### config.mk
export PLATFORM = sky130hd
export DESIGN_NAME = uart_tx_buffered
export DESIGN_NICKNAME = d
export VERILOG_FILES = /design/src/rtl/uart_tx_buffered_pkg.sv /design/src/rtl/uart_tx_fifo.sv /design/src/rtl/uart_tx_buffered.sv
export SDC_FILE = /design/constraint.sdc
export NUM_CORES = 1
export LEC_CHECK = 0
export ABC_AREA = 1
export CELL_PAD_IN_SITES_DETAIL_PLACEMENT = 0
export CELL_PAD_IN_SITES_GLOBAL_PLACEMENT = 1
export CORE_MARGIN = 2
export CORE_UTILIZATION = 45
export DETAILED_ROUTE_END_ITERATION = 10
export MAX_ROUTING_LAYER = met4
export PLACE_DENSITY_LB_ADDON = 0.1
export SETUP_SLACK_MARGIN = 0.1
export SLEW_MARGIN = 30
export SYNTH_ARGS = -nofsm -noshare
export SYNTH_HDL_FRONTEND = slang
export SYNTH_SLANG_ARGS = --single-unit
### constraint.sdc
create_clock -name clk -period 6.4 [get_ports clk]
set_input_delay 0.64 -clock clk [delete_from_list [all_inputs] [get_ports clk]]
set_output_delay 0.64 -clock clk [all_outputs]
set_load 0.03 [all_outputs]
### src/rtl/uart_tx_buffered_pkg.sv
// Shared definitions for the buffered UART transmit path.
// Line-state encoding and default timing shared with the receive side.
package uart_tx_buffered_pkg;

  localparam int DEF_CLK_FREQ = 50_000_000;
  localparam int DEF_BAUD     = 115200;
  localparam int DATA_BITS    = 8;

  typedef enum logic [1:0] {
    S_IDLE  = 2'd0,
    S_START = 2'd1,
    S_DATA  = 2'd2,
    S_STOP  = 2'd3
  } tx_state_e;

endpackage

### src/rtl/uart_tx_fifo.sv
// Byte FIFO ahead of the UART shifter.
// First-word-fall-through: dout shows the head entry whenever non-empty.
module uart_tx_fifo
  import uart_tx_buffered_pkg::*;
#(
  parameter int WIDTH = DATA_BITS,
  parameter int DEPTH = 4
) (
  input  logic                   clk,
  input  logic                   rst,
  input  logic                   wr_en,
  input  logic                   rd_en,
  input  logic [WIDTH-1:0]       din,
  output logic [WIDTH-1:0]       dout,
  output logic                   full,
  output logic                   empty,
  output logic [$clog2(DEPTH):0] count
);

  localparam int AW = $clog2(DEPTH);
  localparam int CW = AW + 1;

  logic [WIDTH-1:0] mem [DEPTH];
  logic [AW-1:0]    wr_ptr;
  logic [AW-1:0]    rd_ptr;
  logic             do_wr;
  logic             do_rd;

  // a pop in the same cycle frees the slot a full write needs
  assign do_rd = rd_en & ~empty;
  assign do_wr = wr_en & (~full | do_rd);

  always_ff @(posedge clk or negedge rst) begin
    if (!rst) begin
      wr_ptr <= '0;
      rd_ptr <= '0;
      count  <= '0;
    end else begin
      if (do_wr) wr_ptr <= wr_ptr + AW'(1);
      if (do_rd) rd_ptr <= rd_ptr + AW'(1);
      count <= count + CW'(do_wr) - CW'(do_rd);
    end
  end

  always_ff @(posedge clk) begin
    if (do_wr) mem[wr_ptr] <= din;
  end

  assign dout  = mem[rd_ptr];
  assign full  = (count == CW'(DEPTH));
  assign empty = (count == '0);

endmodule

### src/rtl/uart_tx_buffered.sv
// 8N1 UART transmitter fed by edge-detected byte strobes.
// A small FIFO absorbs bursts; frames run back to back.
module uart_tx_buffered
  import uart_tx_buffered_pkg::*;
#(
  parameter int CLK_FREQ   = DEF_CLK_FREQ,
  parameter int BAUD       = DEF_BAUD,
  parameter int FIFO_DEPTH = 4
) (
  input  logic       clk,
  input  logic       rst,
  input  logic       tx_ready,
  input  logic [7:0] tx_data,
  output logic       txd,
  output logic       busy,
  output logic       full,
  output logic       overflow
);

  localparam int CPB = CLK_FREQ / BAUD;
  localparam int BW  = (CPB > 1) ? $clog2(CPB) : 1;
  localparam int CW  = $clog2(FIFO_DEPTH) + 1;

  localparam logic [BW-1:0] BAUD_LAST = BW'(CPB - 1);
  localparam logic [2:0]    BIT_LAST  = 3'(DATA_BITS - 1);

  tx_state_e      state_q, state_d;
  logic [BW-1:0]  baud_q, baud_d;
  logic [2:0]     bit_q, bit_d;
  logic [7:0]     shift_q, shift_d;
  logic           txd_q, txd_d;
  logic           busy_q;
  logic           ovf_q;
  logic           tx_ready_d;

  logic           accept;
  logic           wr_en;
  logic           pop;
  logic           baud_end;
  logic [7:0]     fifo_dout;
  logic           fifo_full;
  logic           fifo_empty;
  logic [CW-1:0]  fifo_count;
  logic [CW-1:0]  cnt_nxt;

  assign accept   = tx_ready & ~tx_ready_d;
  assign wr_en    = accept & (~fifo_full | pop);
  assign cnt_nxt  = fifo_count + CW'(wr_en) - CW'(pop);
  assign baud_end = (baud_q == BAUD_LAST);

  uart_tx_fifo #(
    .WIDTH (DATA_BITS),
    .DEPTH (FIFO_DEPTH)
  ) u_fifo (
    .clk   (clk),
    .rst   (rst),
    .wr_en (wr_en),
    .rd_en (pop),
    .din   (tx_data),
    .dout  (fifo_dout),
    .full  (fifo_full),
    .empty (fifo_empty),
    .count (fifo_count)
  );

  always_comb begin
    state_d = state_q;
    baud_d  = baud_q + BW'(1);
    bit_d   = bit_q;
    shift_d = shift_q;
    pop     = 1'b0;
    unique case (state_q)
      S_IDLE: begin
        baud_d = '0;
        if (!fifo_empty) begin
          pop     = 1'b1;
          shift_d = fifo_dout;
          state_d = S_START;
        end
      end
      S_START: begin
        if (baud_end) begin
          baud_d  = '0;
          bit_d   = '0;
          state_d = S_DATA;
        end
      end
      S_DATA: begin
        if (baud_end) begin
          baud_d  = '0;
          shift_d = shift_q >> 1;
          if (bit_q == BIT_LAST) state_d = S_STOP;
          else bit_d = bit_q + 3'd1;
        end
      end
      S_STOP: begin
        if (baud_end) begin
          baud_d = '0;
          // chain straight into the next start bit
          if (!fifo_empty) begin
            pop     = 1'b1;
            shift_d = fifo_dout;
            state_d = S_START;
          end else begin
            state_d = S_IDLE;
          end
        end
      end
      default: state_d = S_IDLE;
    endcase
  end

  // line level follows the next state so the pin comes from a flop
  always_comb begin
    txd_d = 1'b1;
    unique case (state_d)
      S_IDLE:  txd_d = 1'b1;
      S_START: txd_d = 1'b0;
      S_DATA:  txd_d = shift_d[0];
      S_STOP:  txd_d = 1'b1;
      default: txd_d = 1'b1;
    endcase
  end

  always_ff @(posedge clk or negedge rst) begin
    if (!rst) begin
      state_q    <= S_IDLE;
      baud_q     <= '0;
      bit_q      <= '0;
      shift_q    <= '0;
      txd_q      <= 1'b1;
      busy_q     <= 1'b0;
      ovf_q      <= 1'b0;
      tx_ready_d <= 1'b0;
    end else begin
      state_q    <= state_d;
      baud_q     <= baud_d;
      bit_q      <= bit_d;
      shift_q    <= shift_d;
      txd_q      <= txd_d;
      busy_q     <= (state_d != S_IDLE) | (cnt_nxt != '0);
      ovf_q      <= ovf_q | (accept & fifo_full & ~pop);
      tx_ready_d <= tx_ready;
    end
  end

  assign txd      = txd_q;
  assign busy     = busy_q;
  assign full     = fifo_full;
  assign overflow = ovf_q;

endmodule

==> results of run 1 <==
metal layers:
layer	up-vias	wire length, um	GRT usage (%)
met4	0	130	6.89
met2	36	2630	27.1
met3	11	175	4.29
met1	989	2780	21.9
li1	1120	-	-
met5	-	0	-
stage by stage:
step | total power, mW | hold WS (ns)
2_1_floorplan | 1.08 | 0.344
3_3_place_gp | 1.24 | 0.474
3_5_place_dp | 1.25 | 0.471
4_1_cts | 1.55 | 0.484
5_1_grt | 1.69 | 0.518
6_report | 1.53 | 0.477
worst register-to-register path, cell delays in order (launching register included):
cell       delay [ns]
dfrtp_1          0.46
nor3_4           0.38
inv_1            0.27
nand3_4          0.19
nand2_4          0.07
nand2_4          0.11
clkinv_4         0.07
nand2_1          0.05
nand2_1          0.05
ha_1             0.19
fa_1             0.37
a2111oi_0        0.36
o21ai_0          0.14
path summary, 6_finish.rpt:
path / from / to / slack [ns] / depth (start not counted)
max: u_fifo.count[1] / busy / 3.56 / 12
min: overflow / overflow / 0.48 / 1
max reg2reg: u_fifo.count[1] / busy / 3.56 / 12
min reg2reg: overflow / overflow / 0.48 / 1
max in group asynchronous: rst / txd / 5.33 / 2
min in group asynchronous: rst / baud_q[5] / 0.71 / 2
placed cells by master (no fill, tap or decap), drive strengths merged, types with 2 or more instances in the layout:
| cell | count |
|---|---|
| nor2 | 45 |
| nand2 | 74 |
| o21ai | 41 |
| clkinvlp | 2 |
| clkdlybuf4s50 | 14 |
| inv | 38 |
| a21oi | 9 |
| fa | 2 |
| edfxtp | 32 |
| a32o | 2 |
| clkinv | 5 |
| nor3 | 4 |
| clkbuf | 11 |
| xor2 | 5 |
| ha | 18 |
| nand3 | 8 |
| dfrtp | 32 |
power breakdown:
group          internal, mW  leakage (nW)  switching [mW]
logic                 0.220         0.808           0.395
clock network         0.139        0.0770           0.155
registers             0.530         0.709          0.0903
total                 0.889          1.59           0.640
cell type report:
type | count | area share, %
sequential | 65 | 49.5
clock inverter | 5 | 0.901
inverter | 40 | 4.30
clock buffer | 11 | 3.64
multi-input combinational | 218 | 34.2
timing repair buffer | 15 | 4.09
tap | 96 | 3.33
flip-flops by register name, indices dropped and copies added, names as in the netlist:
name           cells
bit_q              3
shift_q            8
overflow           1
tx_ready_d         1
u_fifo.rd_ptr      2
txd                1
u_fifo.wr_ptr      2
state_q            2
busy               1
u_fifo.count       3
baud_q             9
u_fifo.mem        32
logic make-up (layout without fill, tap and decap cells):
logic type | after synthesis | count (layout) | share of synthesized area (%)
compound gates | 58 | 58 | 10.4
flops | 65 | 65 | 55.8
xor+xnor | 6 | 6 | 1.64
buf+inv | 45 | 71 | 5.62
simple gates | 134 | 134 | 18.3
fa+ha+maj | 20 | 20 | 8.28
==> flow_summary_export.csv, run 1 <==
group,metric,value,unit
synth,syn_area_per_cell,9.77,um^2
synth,ys_ff_latch,65,
floorplan,die_x,88.4,um
setup_path,crit_chain,"nor3_4 -> inv_1 -> nand3_4 -> nand2_4 -> nand2_4 -> clkinv_4 -> nand2_1 -> nand2_1 -> ha_1 -> fa_1 -> a2111oi_0 -> o21ai_0",
synth,ys.flop_type,"edfxtp_1",
routing,firstDrtPassIters,4,
routing,dr.first_iter.drc_count,88,
timing,fin_crit_sh,44.3,%
layout,fin_area,3610,um^2
timing,maxSlewHeadroom,45.5,%
clock_network,cts_resized,0,
timing,maxSlewViolCount,0,
setup_path,cp-end-kind,"flop",
synth,synth_top_cell_area_share,30.0,%
setup_path,critPathSlowestCell,"dfrtp_1",
timing,max_freq,352,MHz
routing,viasPerCell,4.79,
layout,syn_to_final_growth,12.7,%
clock_network,cts_setup_buffers,0,
routing,drt-wirelength-per-cell,12.7,um
synth,yosys_warnings,0,
floorplan,io_pins,15,
layout,diodes,0,
floorplan,start_util,46.9,%
setup_path,max_stage_delay,0.46,ns
routing,postRouteAntennaNets,0,
place,dpl_worst_slack,3.51,ns
place,place.gp.congestion,0.801,
floorplan,num_rows,30,
floorplan,coreArea,6830,um^2
layout,final_nets,380,
place,placed_cell_area,3450,um^2
timing,worst_pin_slew,0.814,ns
grt,antenna_found_initial,0,
layout,fill_cells,647,
routing,via_count,2156,
place,dp_cells,434,
layout,seq_area,1790,um^2
floorplan,dieArea,7810,um^2
setup_path,startpoint_type,"flop",
place,dpl.hpwl,3960,um
layout,multi_input_area,1240,um^2
timing,grt_setup_unrepaired,"no",
timing,period_minus_slack,2.84,ns
synth,syn_area,3200,um^2
clock_network,clk_latency,0.33,ns
grt,grt_pass1_wl,9900,um
timing,finalSetupTns,0,ns
clock_network,clkSlewWorstSetupHoldPaths,0.07,ns
grt,overflow,0,
synth,yosys-top-cells-count,"70 x nand2_1, 43 x nor2_1, 39 x o21ai_0, 37 x inv_1",
clock_network,cts.sinks,65,
setup_path,path_buf_inv,2,
min_path,hold_path.class,"flop to flop",
setup_path,crit_fanout,10,
grt,grt_max_degree,34,
setup_path,worstPathRequired,6.60,ns
synth,synth.most_common_cell,"nand2_1",
clock_network,cts_tree,"built",
layout,fin_cells,450,
timing,finalHoldViolCount,0,
synth,synthDistinctLibCells,36,
setup_path,arrival,3.04,ns
routing,drc,0,
timing,fin_ws,3.56,ns
floorplan,die_h,88.4,um
clock_network,clockBufferDepth,2,
clock_network,htree_levels,3,
clock_network,clockRootBuffer,"clkbuf_8",
setup_path,path_class,"flop to flop",
synth,postSynthCellCount,328,
run_status,status,"completed",
timing,setup_violations,0,
synth,seq_area_frac_synth,55.8,%
timing,finClkSkew,0.00681,ns
place,io_buffers,14,
clock_network,cts_hold_buf,0,
power_and_ir_drop,p_leak,1.59,nW
routing,routed_wl,5710,um
synth,synth-edff-count,32,
synth,async_flop_share,50.8,%
layout,drive_above_1_share,7.63,%
synth,syn_nets,359,
setup_path,timing.critical_path.max_delay_family,"simple AND/OR/NAND/NOR gates",
grt,grt_usage,17.4,%
power_and_ir_drop,ir_drop,0.212,mV
power_and_ir_drop,pwr_density_cell,423,nW/um^2
synth,synth_top_cell_by_area,"edfxtp_1",
clock_network,cts_made_buffers,9,
synth,ys_top_cells_by_area,"edfxtp_1 30%, dfrtp_1 25%, nand2_1 8.2%",
layout,fin_util,52.9,%
grt,grt_pass1_vias,2128,
flow_run,maxCapViolCount,0,
Power figures use the tool's default switching activity.
==> run 2: changes to the inputs <==
--- a/config.mk
+++ b/config.mk
@@ -9,7 +9,7 @@
 export CELL_PAD_IN_SITES_DETAIL_PLACEMENT = 0
 export CELL_PAD_IN_SITES_GLOBAL_PLACEMENT = 1
 export CORE_MARGIN = 2
-export CORE_UTILIZATION = 45
+export CORE_UTILIZATION = 42
 export DETAILED_ROUTE_END_ITERATION = 10
 export MAX_ROUTING_LAYER = met4
 export PLACE_DENSITY_LB_ADDON = 0.1
==> constraint.sdc (replaced) <==
create_clock -name clk -period 2.35 [get_ports clk]
set_input_delay 0.235 -clock clk [delete_from_list [all_inputs] [get_ports clk]]
set_output_delay 0.235 -clock clk [all_outputs]
set_load 0.03 [all_outputs]
==> flow_summary_export.csv, run 2 (synthesis results as in run 1) <==
group,metric,value,unit
place,dpl.hpwl,4350,um
clock_network,cts_hold_buf,0,
routing,firstDrtPassIters,5,
clock_network,clockRootBuffer,"clkbuf_8",
routing,via_count,2308,
power_and_ir_drop,pwr_density_cell,1180,nW/um^2
setup_path,max_stage_delay,0.45,ns
routing,drc,0,
grt,antenna_found_initial,0,
routing,drt-wirelength-per-cell,12.1,um
timing,maxSlewViolCount,0,
timing,maxSlewHeadroom,67.2,%
floorplan,num_rows,31,
setup_path,critPathSlowestCell,"fa_2",
power_and_ir_drop,p_leak,1.82,nW
layout,drive_above_1_share,19.9,%
layout,final_nets,422,
layout,reg_top3,"u_fifo.mem x32, baud_q x9, shift_q x8",
grt,grt_usage,16.9,%
setup_path,startpoint_type,"flop",
routing,postRouteAntennaNets,0,
place,io_buffers,14,
floorplan,die_h,91.3,um
floorplan,start_util,43.7,%
setup_path,crit_chain,"inv_1 -> ha_1 -> nand2_2 -> nor2_4 -> nand2_4 -> o21ai_4 -> nand3_4 -> nand2_4 -> nand2_4 -> clkinv_4 -> nand2_1 -> nand2_1 -> ha_1 -> fa_2 -> a2111oi_4 -> o21ai_1",
routing,viasPerCell,4.66,
timing,setup_violations,1,
place,dpl_worst_slack,-0.116,ns
grt,grt_max_degree,34,
timing,grt_setup_unrepaired,"yes",
setup_path,path_class,"flop to flop",
layout,final_common_cell,"nand2_1",
layout,regMostFlops,"u_fifo.mem",
layout,syn_to_final_growth,24.0,%
setup_path,cp-end-kind,"flop",
clock_network,cts_made_buffers,9,
setup_path,timing.rr.start,"baud_q[1]",
clock_network,htree_levels,3,
clock_network,clkSlewWorstSetupHoldPaths,0.08,ns
timing,fin_crit_sh,100,%
setup_path,crit_path_frequent_cell,"nand2_4",
clock_network,clockBufferDepth,2,
clock_network,clk_latency,0.33,ns
timing,finClkSkew,0.0106,ns
layout,final_cell_mix,"69 x nand2_1, 43 x buf_4, 42 x nor2_1",
setup_path,crit_fanout,4,
place,placed_cell_area,3750,um^2
layout,largest_reg_flops,32,
floorplan,coreArea,7330,um^2
timing,fin_ws,-0.00494,ns
run_status,violations,"setup timing",
grt,grt_pass1_wl,10800,um
timing,finalHoldViolCount,0,
timing,max_freq,425,MHz
run_status,status,"finished, violations left",
clock_network,cts_tree,"built",
grt,overflow,0,
routing,routed_wl,5990,um
routing,dr.first_iter.drc_count,130,
floorplan,io_pins,15,
floorplan,dieArea,8340,um^2
setup_path,timing.critical_path.from,"baud_q[1]",
clock_network,cts.sinks,65,
layout,diodes,0,
timing,worst_pin_slew,0.493,ns
floorplan,die_x,91.3,um
setup_path,worstPathRequired,2.57,ns
timing,period_minus_slack,2.35,ns
flow_run,maxCapViolCount,0,
place,place.gp.congestion,0.818,
setup_path,arrival,2.57,ns
power_and_ir_drop,ir_drop,0.424,mV
min_path,hold_path.class,"primary input to asynchronous set/reset pin",
grt,grt_pass1_vias,2325,
layout,fin_area,3970,um^2
-- run 2: cell types whose count changed in the layout (fill, tap and decap cells not counted), moves of 2 or more --
cell      change
clkbuf_1      -2
fa_1          -2
inv_1         -3
fa_2          +2
inv_2         +3
buf_4        +42
-- run 2: stage by stage --
stage | util [%] | total power, mW | hold WS [ns] | setup TNS, ns | instances
floorplan | - | 2.95 | -0.0606 | -0.149 | 328
global placement | 51.1 | 3.72 | 0.478 | -0.0628 | 476
detailed placement | 51.1 | 3.75 | 0.484 | -0.116 | 476
CTS | 53.8 | 4.68 | 0.315 | -0.0602 | 495
global route | 54.2 | 5.14 | 0.355 | -0.391 | 495
finish | 54.2 | 4.67 | 0.314 | -0.00494 | 495
-- run 2: timing repair --
action                                 4_1_cts  5_1_grt
endpoints found under the hold margin        0        0
resized for setup                            3        6
pin swaps                                    3        2
setup endpoints to repair                    3        5
buffers inserted                             3        0
-- run 2: path summary, 6_finish.rpt --
kind,to,slack [ns],depth (start not counted)
worst max-delay path,busy,-0.005,16
worst min-delay path,baud_q[4],0.31,2
worst max register to register,busy,-0.005,16
worst min register to register,overflow,0.50,1
max in group asynchronous,txd,1.70,2
min in group clk,tx_ready_d,0.37,1
-- run 2: report_power, final --
part	internal (mW)	total, mW	switching [mW]
clock	0.380	0.833	0.453
combinational	0.959	2.22	1.26
sequential	1.44	1.61	0.170
-- run 2: final cells by class --
| class | count | area [um^2] |
|---|---|---|
| Multi-Input combinational cell | 218 | 1270 |
| Tap cell | 99 | 124 |
| Clock buffer | 9 | 124 |
| Inverter | 40 | 155 |
| Fill cell | 694 | 3360 |
| Timing Repair Buffer | 57 | 465 |
| Clock inverter | 7 | 46.3 |
| Sequential cell | 65 | 1790 |
-- run 2: layer usage --
layer	track usage (%)	routed length (um)	vias up
met3	3.49	149	6
met2	27.2	2850	27
met1	21.5	2950	1065
met4	5.68	38	0
li1	-	-	1210
met5	-	0	-
-- run 2: critical path, delay by kind of cell (launching register included) --
family / cells / cell delay, ns
AO/OA/AOI/OAI: 3 / 0.43
adder cells (fa/ha/maj): 3 / 0.75
buffers and inverters: 2 / 0.10
flip-flops: 1 / 0.38
AND/OR/NAND/NOR: 8 / 0.57
==> run 3: changes to the inputs <==
--- a/config.mk
+++ b/config.mk
@@ -9,7 +9,7 @@
 export CELL_PAD_IN_SITES_DETAIL_PLACEMENT = 0
 export CELL_PAD_IN_SITES_GLOBAL_PLACEMENT = 1
 export CORE_MARGIN = 2
-export CORE_UTILIZATION = 42
+export CORE_UTILIZATION = 45
 export DETAILED_ROUTE_END_ITERATION = 10
 export MAX_ROUTING_LAYER = met4
 export PLACE_DENSITY_LB_ADDON = 0.1
==> constraint.sdc (replaced) <==
create_clock -name clk -period 2.4 [get_ports clk]
set_input_delay 0.24 -clock clk [delete_from_list [all_inputs] [get_ports clk]]
set_output_delay 0.24 -clock clk [all_outputs]
set_load 0.03 [all_outputs]
==> flow_summary_export.csv, run 3 (synthesis results as in run 1) <==
group,metric,value,unit
routing,via_count,2281,
timing,finalHoldViolCount,0,
clock_network,clk_latency,0.33,ns
clock_network,clockBufferDepth,2,
layout,fin_util,58.8,%
timing,fin_crit_sh,98.9,%
power_and_ir_drop,pwr_density_cell,1200,nW/um^2
place,placed_cell_area,3720,um^2
clock_network,cts.sinks,65,
run_status,status,"completed",
grt,grtUsageMet2,28.1,%
flow_run,maxCapViolCount,0,
floorplan,start_util,46.9,%
setup_path,crit_path_frequent_cell,"inv_2",
clock_network,htree_levels,3,
power_and_ir_drop,total_power,4.84,mW
timing,finClkSkew,0.00781,ns
grt,overflow,0,
timing,whs,0.315,ns
layout,final_nets,420,
floorplan,die_x,88.4,um
setup_path,cp-end-kind,"flop",
routing,postRouteAntennaNets,0,
layout,reg_top3,"u_fifo.mem x32, baud_q x9, shift_q x8",
layout,largest_reg_flops,32,
layout,diodes,0,
floorplan,coreArea,6830,um^2
timing,grt_setup_unrepaired,"yes",
timing,worst_pin_slew,0.500,ns
routing,firstDrtPassIters,4,
timing,maxSlewHeadroom,66.7,%
grt,met3_usage,4.01,%
layout,fill_cells,608,
layout,final_cell_mix,"69 x nand2_1, 42 x nor2_1, 41 x buf_4",
layout,fin_area,4020,um^2
clock_network,clkSlewWorstSetupHoldPaths,0.07,ns
layout,syn_to_final_growth,25.4,%
place,place.gp.congestion,0.811,
grt,antenna_found_initial,0,
setup_path,critPathSlowestCell,"fa_2",
grt,grt_pass1_wl,10300,um
clock_network,cts_made_buffers,9,
setup_path,path_class,"flop to flop",
timing,period_minus_slack,2.37,ns
layout,regMostFlops,"u_fifo.mem",
grt,grt_pass1_vias,2216,
floorplan,num_rows,30,
routing,dr.first_iter.drc_count,47,
place,io_buffers,14,
timing,max_freq,421,MHz
floorplan,io_pins,15,
grt,grt_use_met1,23.0,%
min_path,hold_path.class,"primary input to asynchronous set/reset pin",
power_and_ir_drop,p_leak,1.81,nW
routing,drc,0,
setup_path,startpoint_type,"flop",
timing,finalSetupTns,0,ns
routing,routed_wl,5950,um
timing,setup_violations,0,
setup_path,crit_fanout,4,
clock_network,clockRootBuffer,"clkbuf_8",
setup_path,worstPathRequired,2.64,ns
layout,drive_above_1_share,20.6,%
clock_network,cts_tree,"built",
layout,final_common_cell,"nand2_1",
clock_network,cts_hold_buf,0,
floorplan,dieArea,7810,um^2
floorplan,die_h,88.4,um
grt,grt_max_degree,34,
setup_path,max_stage_delay,0.55,ns
grt,grt_usage,18.1,%
setup_path,crit_chain,"inv_2 -> ha_4 -> nand2_2 -> nor2_4 -> nand2_4 -> o21ai_4 -> nand3_4 -> inv_2 -> buf_4 -> ha_1 -> inv_1 -> ha_2 -> inv_2 -> fa_2 -> inv_1",
routing,viasPerCell,4.66,
setup_path,path_buf_inv,6,
routing,drt-wirelength-per-cell,12.1,um
power_and_ir_drop,ir_drop,0.491,mV
grt,top_usage_layer,"met2",
setup_path,timing.critical_path.max_delay_family,"adder cells",
place,dpl.hpwl,4260,um
setup_path,arrival,2.61,ns
timing,maxSlewViolCount,0,
## run 3: cell type report
type	instances	area (um^2)	area share [%]
timing repair buffer	55	448	11.1
clock inverter	5	80.1	1.99
tap	96	120	2.99
clock buffer	11	141	3.52
multi-input combinational	218	1280	32.0
inverter	40	155	3.86
sequential	65	1790	44.5
## run 3: path summary, 6_finish.rpt
kind | depth (start not counted) | endpoint | slack, ns | startpoint
max | 15 | u_fifo.count[1] | 0.03 | baud_q[1]
min | 2 | baud_q[4] | 0.32 | rst
max reg2reg | 15 | u_fifo.count[1] | 0.03 | baud_q[1]
min reg2reg | 1 | overflow | 0.49 | overflow
max in group asynchronous | 2 | txd | 1.75 | rst
min in group clk | 1 | tx_ready_d | 0.37 | tx_ready
## run 3: repair_timing
action                                  4_1_cts  5_1_grt
resized for setup                             3       11
setup buffers                                 2        2
endpoints found under the setup margin        3        4
pin swaps                                     3        3
## run 3: power breakdown
group	switching, mW	internal, mW
registers	0.176	1.41
logic	1.26	0.963
clock network	0.413	0.612
## run 3: metrics by stage
step,setup slack [ns],instances
floorplan,-0.0992,328
global placement,-0.0107,470
detailed placement,-0.107,470
CTS,-0.0318,488
global route,-0.126,490
finish,0.0256,490
## run 3: layer usage
layer	part of all wire (%)	vias to the layer above	wire, um
met5	0	-	0
met4	1.4	0	86
met3	2.2	9	129
met2	46	24	2720
met1	51	1046	3010
li1	-	1202	-
## run 3: worst register-to-register path: cells and delay by family (launching register included)
kind / cells / cell delay, ns
adder cells (fa/ha/maj): 4 / 1.04
flip-flops: 1 / 0.38
buffers and inverters: 6 / 0.37
AO/OA/AOI/OAI: 1 / 0.15
AND/OR/NAND/NOR: 4 / 0.35
